### src/rtl/ib_lut_mem_nbank_loader_if.sv
// IB-LUT page memory bus: serial load stream, direct write, pipelined read.
// Master drives requests; slave (the memory) returns read data and status.
interface ib_lut_mem_nbank_loader_if #(
  parameter int QUAN_SIZE       = 3,
  parameter int BANK_INTERLEAVE = 4,
  parameter int ADDR_BITWIDTH   = 4,
  parameter int STROBE_BITWIDTH = 2
);
  localparam int PW = QUAN_SIZE * BANK_INTERLEAVE;

  logic                       load_start_i;
  logic [QUAN_SIZE-1:0]       load_word_i;
  logic                       load_valid_i;
  logic                       we_i;
  logic [PW-1:0]              write_data_i;
  logic [ADDR_BITWIDTH-1:0]   access_addr_i;
  logic                       rd_en_i;
  logic [STROBE_BITWIDTH-1:0] read_strobe_i;
  logic [PW-1:0]              read_page_o;
  logic [QUAN_SIZE-1:0]       read_word_o;
  logic                       rd_valid_o;
  logic                       busy_o;
  logic                       load_done_o;

  modport master (
    output load_start_i, load_word_i, load_valid_i,
    output we_i, write_data_i, access_addr_i,
    output rd_en_i, read_strobe_i,
    input  read_page_o, read_word_o, rd_valid_o,
    input  busy_o, load_done_o
  );

  modport slave (
    input  load_start_i, load_word_i, load_valid_i,
    input  we_i, write_data_i, access_addr_i,
    input  rd_en_i, read_strobe_i,
    output read_page_o, read_word_o, rd_valid_o,
    output busy_o, load_done_o
  );
endinterface

### src/rtl/ib_lut_mem_nbank_loader.sv
// N-bank IB-LUT page memory with serial page loader FSM,
// direct page write and a two-stage pipelined page/word read.
module ib_lut_mem_nbank_loader #(
  parameter int QUAN_SIZE       = 3,
  parameter int BANK_INTERLEAVE = 4,
  parameter int PAGE_NUM        = 16,
  parameter int ADDR_BITWIDTH   = 4,
  parameter int STROBE_BITWIDTH = 2
) (
  input logic sys_clk,
  input logic rst,
  ib_lut_mem_nbank_loader_if.slave bus
);
  localparam int PW = QUAN_SIZE * BANK_INTERLEAVE;
  localparam int AW = ADDR_BITWIDTH;
  localparam int SW = STROBE_BITWIDTH;
  localparam logic [AW:0]   PAGE_LIM  = PAGE_NUM[AW:0];
  localparam logic [AW-1:0] LAST_PAGE = AW'(PAGE_NUM - 1);
  localparam logic [SW-1:0] LAST_WORD = SW'(BANK_INTERLEAVE - 1);

  typedef enum logic [1:0] {
    IDLE,
    LOAD,
    DONE
  } state_e;

  state_e        state_q, state_d;
  logic [SW-1:0] word_cnt_q, word_cnt_d;
  logic [AW-1:0] page_cnt_q, page_cnt_d;
  logic [PW-1:0] asm_q, asm_d;

  logic          mem_we;
  logic [AW-1:0] mem_wa;
  logic [PW-1:0] mem_wd;
  logic [PW-1:0] mem_q [PAGE_NUM];

  logic          addr_ok;
  logic          rd_acc;
  logic [PW-1:0] rd_page;

  logic [PW-1:0]        s1_page_q;
  logic [SW-1:0]        s1_strb_q;
  logic                 s1_vld_q;
  logic [PW-1:0]        page_q;
  logic [QUAN_SIZE-1:0] word_q, word_d;
  logic                 vld_q;

  assign addr_ok = {1'b0, bus.access_addr_i} < PAGE_LIM;
  assign rd_acc  = (state_q == IDLE) & bus.rd_en_i & ~bus.we_i;
  assign rd_page = addr_ok ? mem_q[bus.access_addr_i] : '0;

  always_comb begin
    state_d    = state_q;
    word_cnt_d = word_cnt_q;
    page_cnt_d = page_cnt_q;
    asm_d      = asm_q;
    mem_we     = 1'b0;
    mem_wa     = bus.access_addr_i;
    mem_wd     = bus.write_data_i;
    unique case (state_q)
      IDLE: begin
        mem_we = bus.we_i & addr_ok;
        if (bus.load_start_i) begin
          state_d    = LOAD;
          word_cnt_d = '0;
          page_cnt_d = '0;
        end
      end
      LOAD: begin
        if (bus.load_valid_i) begin
          // word k lives in the k-th slot from the MSB end
          for (int k = 0; k < BANK_INTERLEAVE; k++) begin
            if (word_cnt_q == SW'(k))
              asm_d[(BANK_INTERLEAVE-k)*QUAN_SIZE-1 -: QUAN_SIZE] =
                bus.load_word_i;
          end
          word_cnt_d = word_cnt_q + 1'b1;
          if (word_cnt_q == LAST_WORD) begin
            mem_we     = 1'b1;
            mem_wa     = page_cnt_q;
            mem_wd     = asm_d;
            word_cnt_d = '0;
            page_cnt_d = page_cnt_q + 1'b1;
            if (page_cnt_q == LAST_PAGE)
              state_d = DONE;
          end
        end
      end
      DONE: state_d = IDLE;
      default: state_d = IDLE;
    endcase
  end

  always_comb begin
    word_d = '0;
    for (int k = 0; k < BANK_INTERLEAVE; k++) begin
      if (s1_strb_q == SW'(k))
        word_d = s1_page_q[(BANK_INTERLEAVE-k)*QUAN_SIZE-1 -: QUAN_SIZE];
    end
  end

  // storage is deliberately not reset so an aborted load keeps its pages
  always_ff @(posedge sys_clk) begin
    if (mem_we)
      mem_q[mem_wa] <= mem_wd;
  end

  always_ff @(posedge sys_clk or posedge rst) begin
    if (rst) begin
      state_q    <= IDLE;
      word_cnt_q <= '0;
      page_cnt_q <= '0;
      asm_q      <= '0;
    end else begin
      state_q    <= state_d;
      word_cnt_q <= word_cnt_d;
      page_cnt_q <= page_cnt_d;
      asm_q      <= asm_d;
    end
  end

  always_ff @(posedge sys_clk or posedge rst) begin
    if (rst) begin
      s1_page_q <= '0;
      s1_strb_q <= '0;
      s1_vld_q  <= 1'b0;
      page_q    <= '0;
      word_q    <= '0;
      vld_q     <= 1'b0;
    end else begin
      s1_vld_q <= rd_acc;
      if (rd_acc) begin
        s1_page_q <= rd_page;
        s1_strb_q <= bus.read_strobe_i;
      end
      vld_q <= s1_vld_q;
      if (s1_vld_q) begin
        page_q <= s1_page_q;
        word_q <= word_d;
      end
    end
  end

  assign bus.read_page_o = page_q;
  assign bus.read_word_o = word_q;
  assign bus.rd_valid_o  = vld_q;
  assign bus.busy_o      = (state_q != IDLE);
  assign bus.load_done_o = (state_q == DONE);
endmodule

### src/flat_wrapper.sv
// flat-port wrapper written by rule: the top's interface ports become plain ports
module ib_lut_mem_nbank_loader_flat 
#(
  parameter int QUAN_SIZE       = 3,
  parameter int BANK_INTERLEAVE = 4,
  parameter int PAGE_NUM        = 16,
  parameter int ADDR_BITWIDTH   = 4,
  parameter int STROBE_BITWIDTH = 2
)
  (sys_clk, rst, bus_load_start_i, bus_load_word_i, bus_load_valid_i, bus_we_i, bus_write_data_i, bus_access_addr_i, bus_rd_en_i, bus_read_strobe_i, bus_read_page_o, bus_read_word_o, bus_rd_valid_o, bus_busy_o, bus_load_done_o);
  ib_lut_mem_nbank_loader_if #(.QUAN_SIZE(QUAN_SIZE), .BANK_INTERLEAVE(BANK_INTERLEAVE), .ADDR_BITWIDTH(ADDR_BITWIDTH), .STROBE_BITWIDTH(STROBE_BITWIDTH)) bus_i ();
  input logic sys_clk;
  input logic rst;
  input wire logic [$bits(bus_i.load_start_i)-1:0] bus_load_start_i;
  input wire logic [$bits(bus_i.load_word_i)-1:0] bus_load_word_i;
  input wire logic [$bits(bus_i.load_valid_i)-1:0] bus_load_valid_i;
  input wire logic [$bits(bus_i.we_i)-1:0] bus_we_i;
  input wire logic [$bits(bus_i.write_data_i)-1:0] bus_write_data_i;
  input wire logic [$bits(bus_i.access_addr_i)-1:0] bus_access_addr_i;
  input wire logic [$bits(bus_i.rd_en_i)-1:0] bus_rd_en_i;
  input wire logic [$bits(bus_i.read_strobe_i)-1:0] bus_read_strobe_i;
  output wire logic [$bits(bus_i.read_page_o)-1:0] bus_read_page_o;
  output wire logic [$bits(bus_i.read_word_o)-1:0] bus_read_word_o;
  output wire logic [$bits(bus_i.rd_valid_o)-1:0] bus_rd_valid_o;
  output wire logic [$bits(bus_i.busy_o)-1:0] bus_busy_o;
  output wire logic [$bits(bus_i.load_done_o)-1:0] bus_load_done_o;
  assign bus_i.load_start_i = bus_load_start_i;
  assign bus_i.load_word_i = bus_load_word_i;
  assign bus_i.load_valid_i = bus_load_valid_i;
  assign bus_i.we_i = bus_we_i;
  assign bus_i.write_data_i = bus_write_data_i;
  assign bus_i.access_addr_i = bus_access_addr_i;
  assign bus_i.rd_en_i = bus_rd_en_i;
  assign bus_i.read_strobe_i = bus_read_strobe_i;
  assign bus_read_page_o = bus_i.read_page_o;
  assign bus_read_word_o = bus_i.read_word_o;
  assign bus_rd_valid_o = bus_i.rd_valid_o;
  assign bus_busy_o = bus_i.busy_o;
  assign bus_load_done_o = bus_i.load_done_o;
  ib_lut_mem_nbank_loader #(.QUAN_SIZE(QUAN_SIZE), .BANK_INTERLEAVE(BANK_INTERLEAVE), .PAGE_NUM(PAGE_NUM), .ADDR_BITWIDTH(ADDR_BITWIDTH), .STROBE_BITWIDTH(STROBE_BITWIDTH)) u_core (.sys_clk(sys_clk), .rst(rst), .bus(bus_i));
endmodule
### config.mk
export PLATFORM = sky130hd
export DESIGN_NAME = ib_lut_mem_nbank_loader_flat
export DESIGN_NICKNAME = d
export VERILOG_FILES = /design/src/rtl/ib_lut_mem_nbank_loader_if.sv /design/src/rtl/ib_lut_mem_nbank_loader.sv /design/src/flat_wrapper.sv
export SDC_FILE = /design/constraint.sdc
export NUM_CORES = 1
export LEC_CHECK = 0
export CORE_ASPECT_RATIO = 0.9
export CORE_MARGIN = 1.5
export CORE_UTILIZATION = 58
export CTS_CLUSTER_SIZE = 30
export DETAILED_ROUTE_END_ITERATION = 10
export PLACE_DENSITY = 0.77
export RECOVER_POWER = 50
export SLEW_MARGIN = 10
export SYNTH_ARGS = -nofsm -noshare
export SYNTH_HDL_FRONTEND = slang
export SYNTH_SLANG_ARGS = --single-unit
### constraint.sdc
create_clock -name sys_clk -period 7.56 [get_ports sys_clk]
set_input_delay 1.512 -clock sys_clk [delete_from_list [all_inputs] [get_ports sys_clk]]
set_output_delay 1.512 -clock sys_clk [all_outputs]
set_load 0.005 [all_outputs]
==> impl_metrics.xml <==
<?xml version="1.0" encoding="UTF-8"?>
<metrics>
  <group name="pwr">
    <metric name="power_density" unit="nW/um^2">281</metric>
    <metric name="seq_power_share" unit="%">52.2</metric>
    <metric name="ir_worst_vdd" unit="mV">0.210</metric>
    <metric name="switching_share" unit="%">25.1</metric>
    <metric name="power.leakage" unit="nW">4.01</metric>
    <metric name="p_comb_share" unit="%">13.6</metric>
    <metric name="cell_internal_pwr" unit="mW">2.36</metric>
    <metric name="p_switching" unit="mW">0.790</metric>
    <metric name="clock_power_share" unit="%">34.2</metric>
  </group>
  <group name="worst_setup_path">
    <metric name="req_time_crit_path" unit="ns">7.58</metric>
    <metric name="worstSetupEndpointType" unit="">flip-flop</metric>
    <metric name="category_of_the_critical_setup_timing_path" unit="">input port to flip-flop</metric>
    <metric name="crit_path_start_kind" unit="">input port</metric>
    <metric name="crit_arrival" unit="ns">4.57</metric>
    <metric name="timing.critical_path.fanout_max" unit="">32</metric>
    <metric name="reg2reg_slack" unit="ns">4.13</metric>
  </group>
  <group name="route">
    <metric name="drt_pass1_iterations" unit="">5</metric>
    <metric name="detail_route.iter0.violations" unit="">641</metric>
    <metric name="postRouteAntennaNets" unit="">0</metric>
    <metric name="routed_via_density" unit="">6.34</metric>
    <metric name="routed-via-count" unit="">5372</metric>
    <metric name="wire_length_reported_by_the_detailed_router" unit="microns">20700</metric>
    <metric name="number_of_remaining_drc_errors" unit="">0</metric>
    <metric name="avgRoutedWirePerCell" unit="microns">24.4</metric>
  </group>
  <group name="synthesis">
    <metric name="yosysMostFrequentCell" unit="">sky130_fd_sc_hd__edfxtp_1</metric>
    <metric name="yosys-top-cells-area" unit="">sky130_fd_sc_hd__edfxtp_1 58%, sky130_fd_sc_hd__dfrtp_1 13%, sky130_fd_sc_hd__mux4_2 8.7%, sky130_fd_sc_hd__mux2_2 4.3%, sky130_fd_sc_hd__mux2i_1 3.8%</metric>
    <metric name="syn-cell-area" unit="sq um">9890</metric>
    <metric name="netlist_instances" unit="">567</metric>
    <metric name="synth_top_cells_by_count" unit="">192 x sky130_fd_sc_hd__edfxtp_1, 51 x sky130_fd_sc_hd__dfrtp_1, 39 x sky130_fd_sc_hd__nand2_1</metric>
    <metric name="yosys_warnings" unit="">0</metric>
    <metric name="synth.ff_latch_count" unit="">243</metric>
    <metric name="postSynth.asyncResetShare" unit="%">21.0</metric>
    <metric name="synth_flop_cell" unit="">sky130_fd_sc_hd__edfxtp_1</metric>
    <metric name="synth_area_per_cell" unit="sq um">17.4</metric>
    <metric name="synth_edf_count" unit="">192</metric>
    <metric name="netlist-cell-type-count" unit="">41</metric>
    <metric name="synth_largest_area_cell" unit="">sky130_fd_sc_hd__edfxtp_1</metric>
    <metric name="syn_nets" unit="">600</metric>
    <metric name="netlist.area_leader.share" unit="%">58.3</metric>
    <metric name="synth_sequential_area_ratio" unit="%">71.2</metric>
  </group>
  <group name="placement">
    <metric name="buffers_on_ports" unit="">44</metric>
    <metric name="gp_routability_congestion" unit="">0.883</metric>
    <metric name="placed_area" unit="sq um">10500</metric>
    <metric name="dp_worst_setup_slack" unit="ns">3.09</metric>
    <metric name="place_hpwl" unit="microns">13700</metric>
  </group>
  <group name="clocking">
    <metric name="tritoncts" unit="">yes</metric>
    <metric name="clock_path_buffers" unit="">3</metric>
    <metric name="clk_transition_reported_paths" unit="ns">0.06</metric>
    <metric name="clk_latency" unit="ns">0.51</metric>
    <metric name="tritoncts_num_sinks" unit="">243</metric>
    <metric name="holdBufCountCts" unit="">0</metric>
    <metric name="cts-htree-levels" unit="">1</metric>
    <metric name="clk_root_buffer_cell" unit="">sky130_fd_sc_hd__clkbuf_16</metric>
    <metric name="cts-buffers-inserted" unit="">24</metric>
    <metric name="cts_repair_resize_count" unit="">0</metric>
    <metric name="cts_setup_buffers" unit="">0</metric>
  </group>
  <group name="global_routing">
    <metric name="gr_ovfl_total" unit="">0</metric>
    <metric name="grt_start_max_net_pins" unit="">52</metric>
    <metric name="number_of_global_route_vias_before_repair" unit="">5534</metric>
    <metric name="grt_first_pass_wirelength" unit="microns">32000</metric>
    <metric name="grt_antenna_before_repair" unit="">2</metric>
    <metric name="grt.total_usage" unit="%">24.5</metric>
  </group>
  <group name="sta">
    <metric name="slew_headroom" unit="%">-91.3</metric>
    <metric name="period_share" unit="%">60.1</metric>
    <metric name="timing_worst_slew_pin_value" unit="ns">2.87</metric>
    <metric name="grt_setup_unrepaired" unit="">no</metric>
    <metric name="fin_ws" unit="ns">3.02</metric>
    <metric name="skew" unit="ns">0.00631</metric>
    <metric name="period_minus_slack" unit="ns">4.54</metric>
    <metric name="fin_tns_setup" unit="ns">0</metric>
    <metric name="hold_viol" unit="">0</metric>
    <metric name="max_clk_rate" unit="GHz">0.220</metric>
    <metric name="slew_viol_final" unit="">69</metric>
    <metric name="timing.hold.ws" unit="ns">0.497</metric>
    <metric name="setup_viol" unit="">0</metric>
  </group>
  <group name="layout">
    <metric name="drive_gt1_share" unit="%">18.2</metric>
    <metric name="final_cell_area" unit="sq um">11200</metric>
    <metric name="post-route-util" unit="%">66.8</metric>
    <metric name="nets" unit="">651</metric>
    <metric name="insertedDiodeCount" unit="">0</metric>
    <metric name="sequential_cell_area" unit="sq um">7040</metric>
    <metric name="synthesis_to_finish_area_growth" unit="%">13.3</metric>
    <metric name="multi_input_area" unit="sq um">2670</metric>
    <metric name="n_fill_cell" unit="">1119</metric>
  </group>
  <group name="floorplanning">
    <metric name="top_level_ports" unit="">45</metric>
    <metric name="design.core.area" unit="sq um">16800</metric>
    <metric name="initial_core_util" unit="%">58.9</metric>
    <metric name="floorplan.die.height" unit="microns">127</metric>
    <metric name="die_area" unit="sq um">17800</metric>
    <metric name="num_rows" unit="">45</metric>
    <metric name="floorplan.die.width" unit="microns">141</metric>
  </group>
  <group name="outcome">
    <metric name="violations" unit="">max-capacitance violations, max-slew violations</metric>
    <metric name="run_status" unit="">finished, violations left</metric>
  </group>
  <group name="min_path">
    <metric name="min-delay-path-class" unit="">flip-flop to flip-flop</metric>
  </group>
  <group name="run">
    <metric name="max-cap-violations" unit="">2</metric>
  </group>
</metrics>
critical path: stages:
cell                            delay (ns)
sky130_fd_sc_hd__dlygate4sd3_1        0.72
sky130_fd_sc_hd__nand4b_1             0.13
sky130_fd_sc_hd__clkbuf_1             0.49
sky130_fd_sc_hd__o21ai_0              1.70
registers in the layout, indices dropped and copies added (netlist names):
name and cells:
u_core.mem_q 192, u_core.s1_vld_q 1, u_core.bus.read_word_o 3, u_core.word_cnt_q 2, u_core.page_cnt_q 4, u_core.state_q 2, u_core.bus.rd_valid_o 1, u_core.s1_strb_q 2
u_core.bus.read_page_o 12, u_core.s1_page_q 12, u_core.asm_q 12
layer usage:
layer | GRT usage, % | part of all wire, % | up-vias
met4 | 7.78 | 3.2 | 4
met5 | 0 | 0.11 | -
li1 | - | - | 2341
met3 | 7.13 | 9.6 | 61
met1 | 31.7 | 39 | 2685
met2 | 40.6 | 48 | 281
layout by cell type (no fill, tap or decap), types with 4 or more instances in the layout:
cell / instances
sky130_fd_sc_hd__edfxtp_1: 192
sky130_fd_sc_hd__dfrtp_1: 51
sky130_fd_sc_hd__nand2_1: 39
sky130_fd_sc_hd__mux2i_1: 38
sky130_fd_sc_hd__mux4_2: 38
sky130_fd_sc_hd__mux2_2: 37
sky130_fd_sc_hd__clkbuf_16: 25
sky130_fd_sc_hd__nor2_1: 23
sky130_fd_sc_hd__clkdlybuf4s50_1: 23
sky130_fd_sc_hd__a22oi_1: 22
sky130_fd_sc_hd__dlygate4sd3_1: 19
sky130_fd_sc_hd__clkbuf_1: 14
sky130_fd_sc_hd__o21ai_0: 13
sky130_fd_sc_hd__o211ai_1: 11
sky130_fd_sc_hd__clkinv_1: 8
sky130_fd_sc_hd__clkinv_2: 7
sky130_fd_sc_hd__inv_1: 6
sky130_fd_sc_hd__nor3b_1: 6
sky130_fd_sc_hd__ha_1: 6
sky130_fd_sc_hd__nand3_1: 5
sky130_fd_sc_hd__o21ai_1: 5
sky130_fd_sc_hd__nand2b_1: 4
sky130_fd_sc_hd__a31oi_1: 4
cell families (layout without fill, tap and decap cells):
family          count (synthesis)  after routing  synth area share, %
buf+inv                        40            109                 1.92
compound gates                 69             69                 4.69
xor+xnor                        1              1               0.0886
simple gates                   94             94                 4.52
fa+ha+maj                       6              6                0.759
mux                           114            114                 16.8
flops                         243            243                 71.2
final timing paths:
path,endpoint,depth (start not counted),from
max in group asynchronous,u_core.asm_q[11]$_DFFE_PP0P_,3,rst
min,u_core.bus.read_page_o[11]$_DFFE_PP0P_,1,u_core.bus.read_page_o[11]$_DFFE_PP0P_
min in group asynchronous,u_core.bus.read_page_o[5]$_DFFE_PP0P_,3,rst
max reg2reg,u_core.mem_q[3][4]$_DFFE_PP_,6,u_core.word_cnt_q[0]$_DFFE_PP0P_
min reg2reg,u_core.bus.read_page_o[11]$_DFFE_PP0P_,1,u_core.bus.read_page_o[11]$_DFFE_PP0P_
max,u_core.mem_q[2][5]$_DFFE_PP_,4,bus_load_valid_i
area by class of cell:
| class | count | area share, % |
|---|---|---|
| flip-flops and latches | 243 | 62.8 |
| multi-input cells | 284 | 23.8 |
| clock buffers | 28 | 5.68 |
| repair buffers | 57 | 4.37 |
| well taps | 211 | 2.36 |
| clock inverters | 16 | 0.692 |
| inverters | 8 | 0.268 |
stage by stage:
stage,std cells,power [mW]
2_1_floorplan,567,1.93
3_3_place_gp,803,2.09
3_5_place_dp,803,2.11
4_1_cts,847,3.17
5_1_grt,847,3.27
6_report,847,3.15
power groups by stage:
| stage | Clock (mW) | Sequential [mW] | Combinational (mW) |
|---|---|---|---|
| after floorplan | 0 | 1.65 | 0.284 |
| after global placement | 0 | 1.66 | 0.424 |
| after detailed placement | 0 | 1.67 | 0.439 |
| after CTS | 1.09 | 1.64 | 0.441 |
| after global routing | 1.15 | 1.65 | 0.468 |
| final | 1.08 | 1.64 | 0.427 |
(Power assumes the default switching activity.)
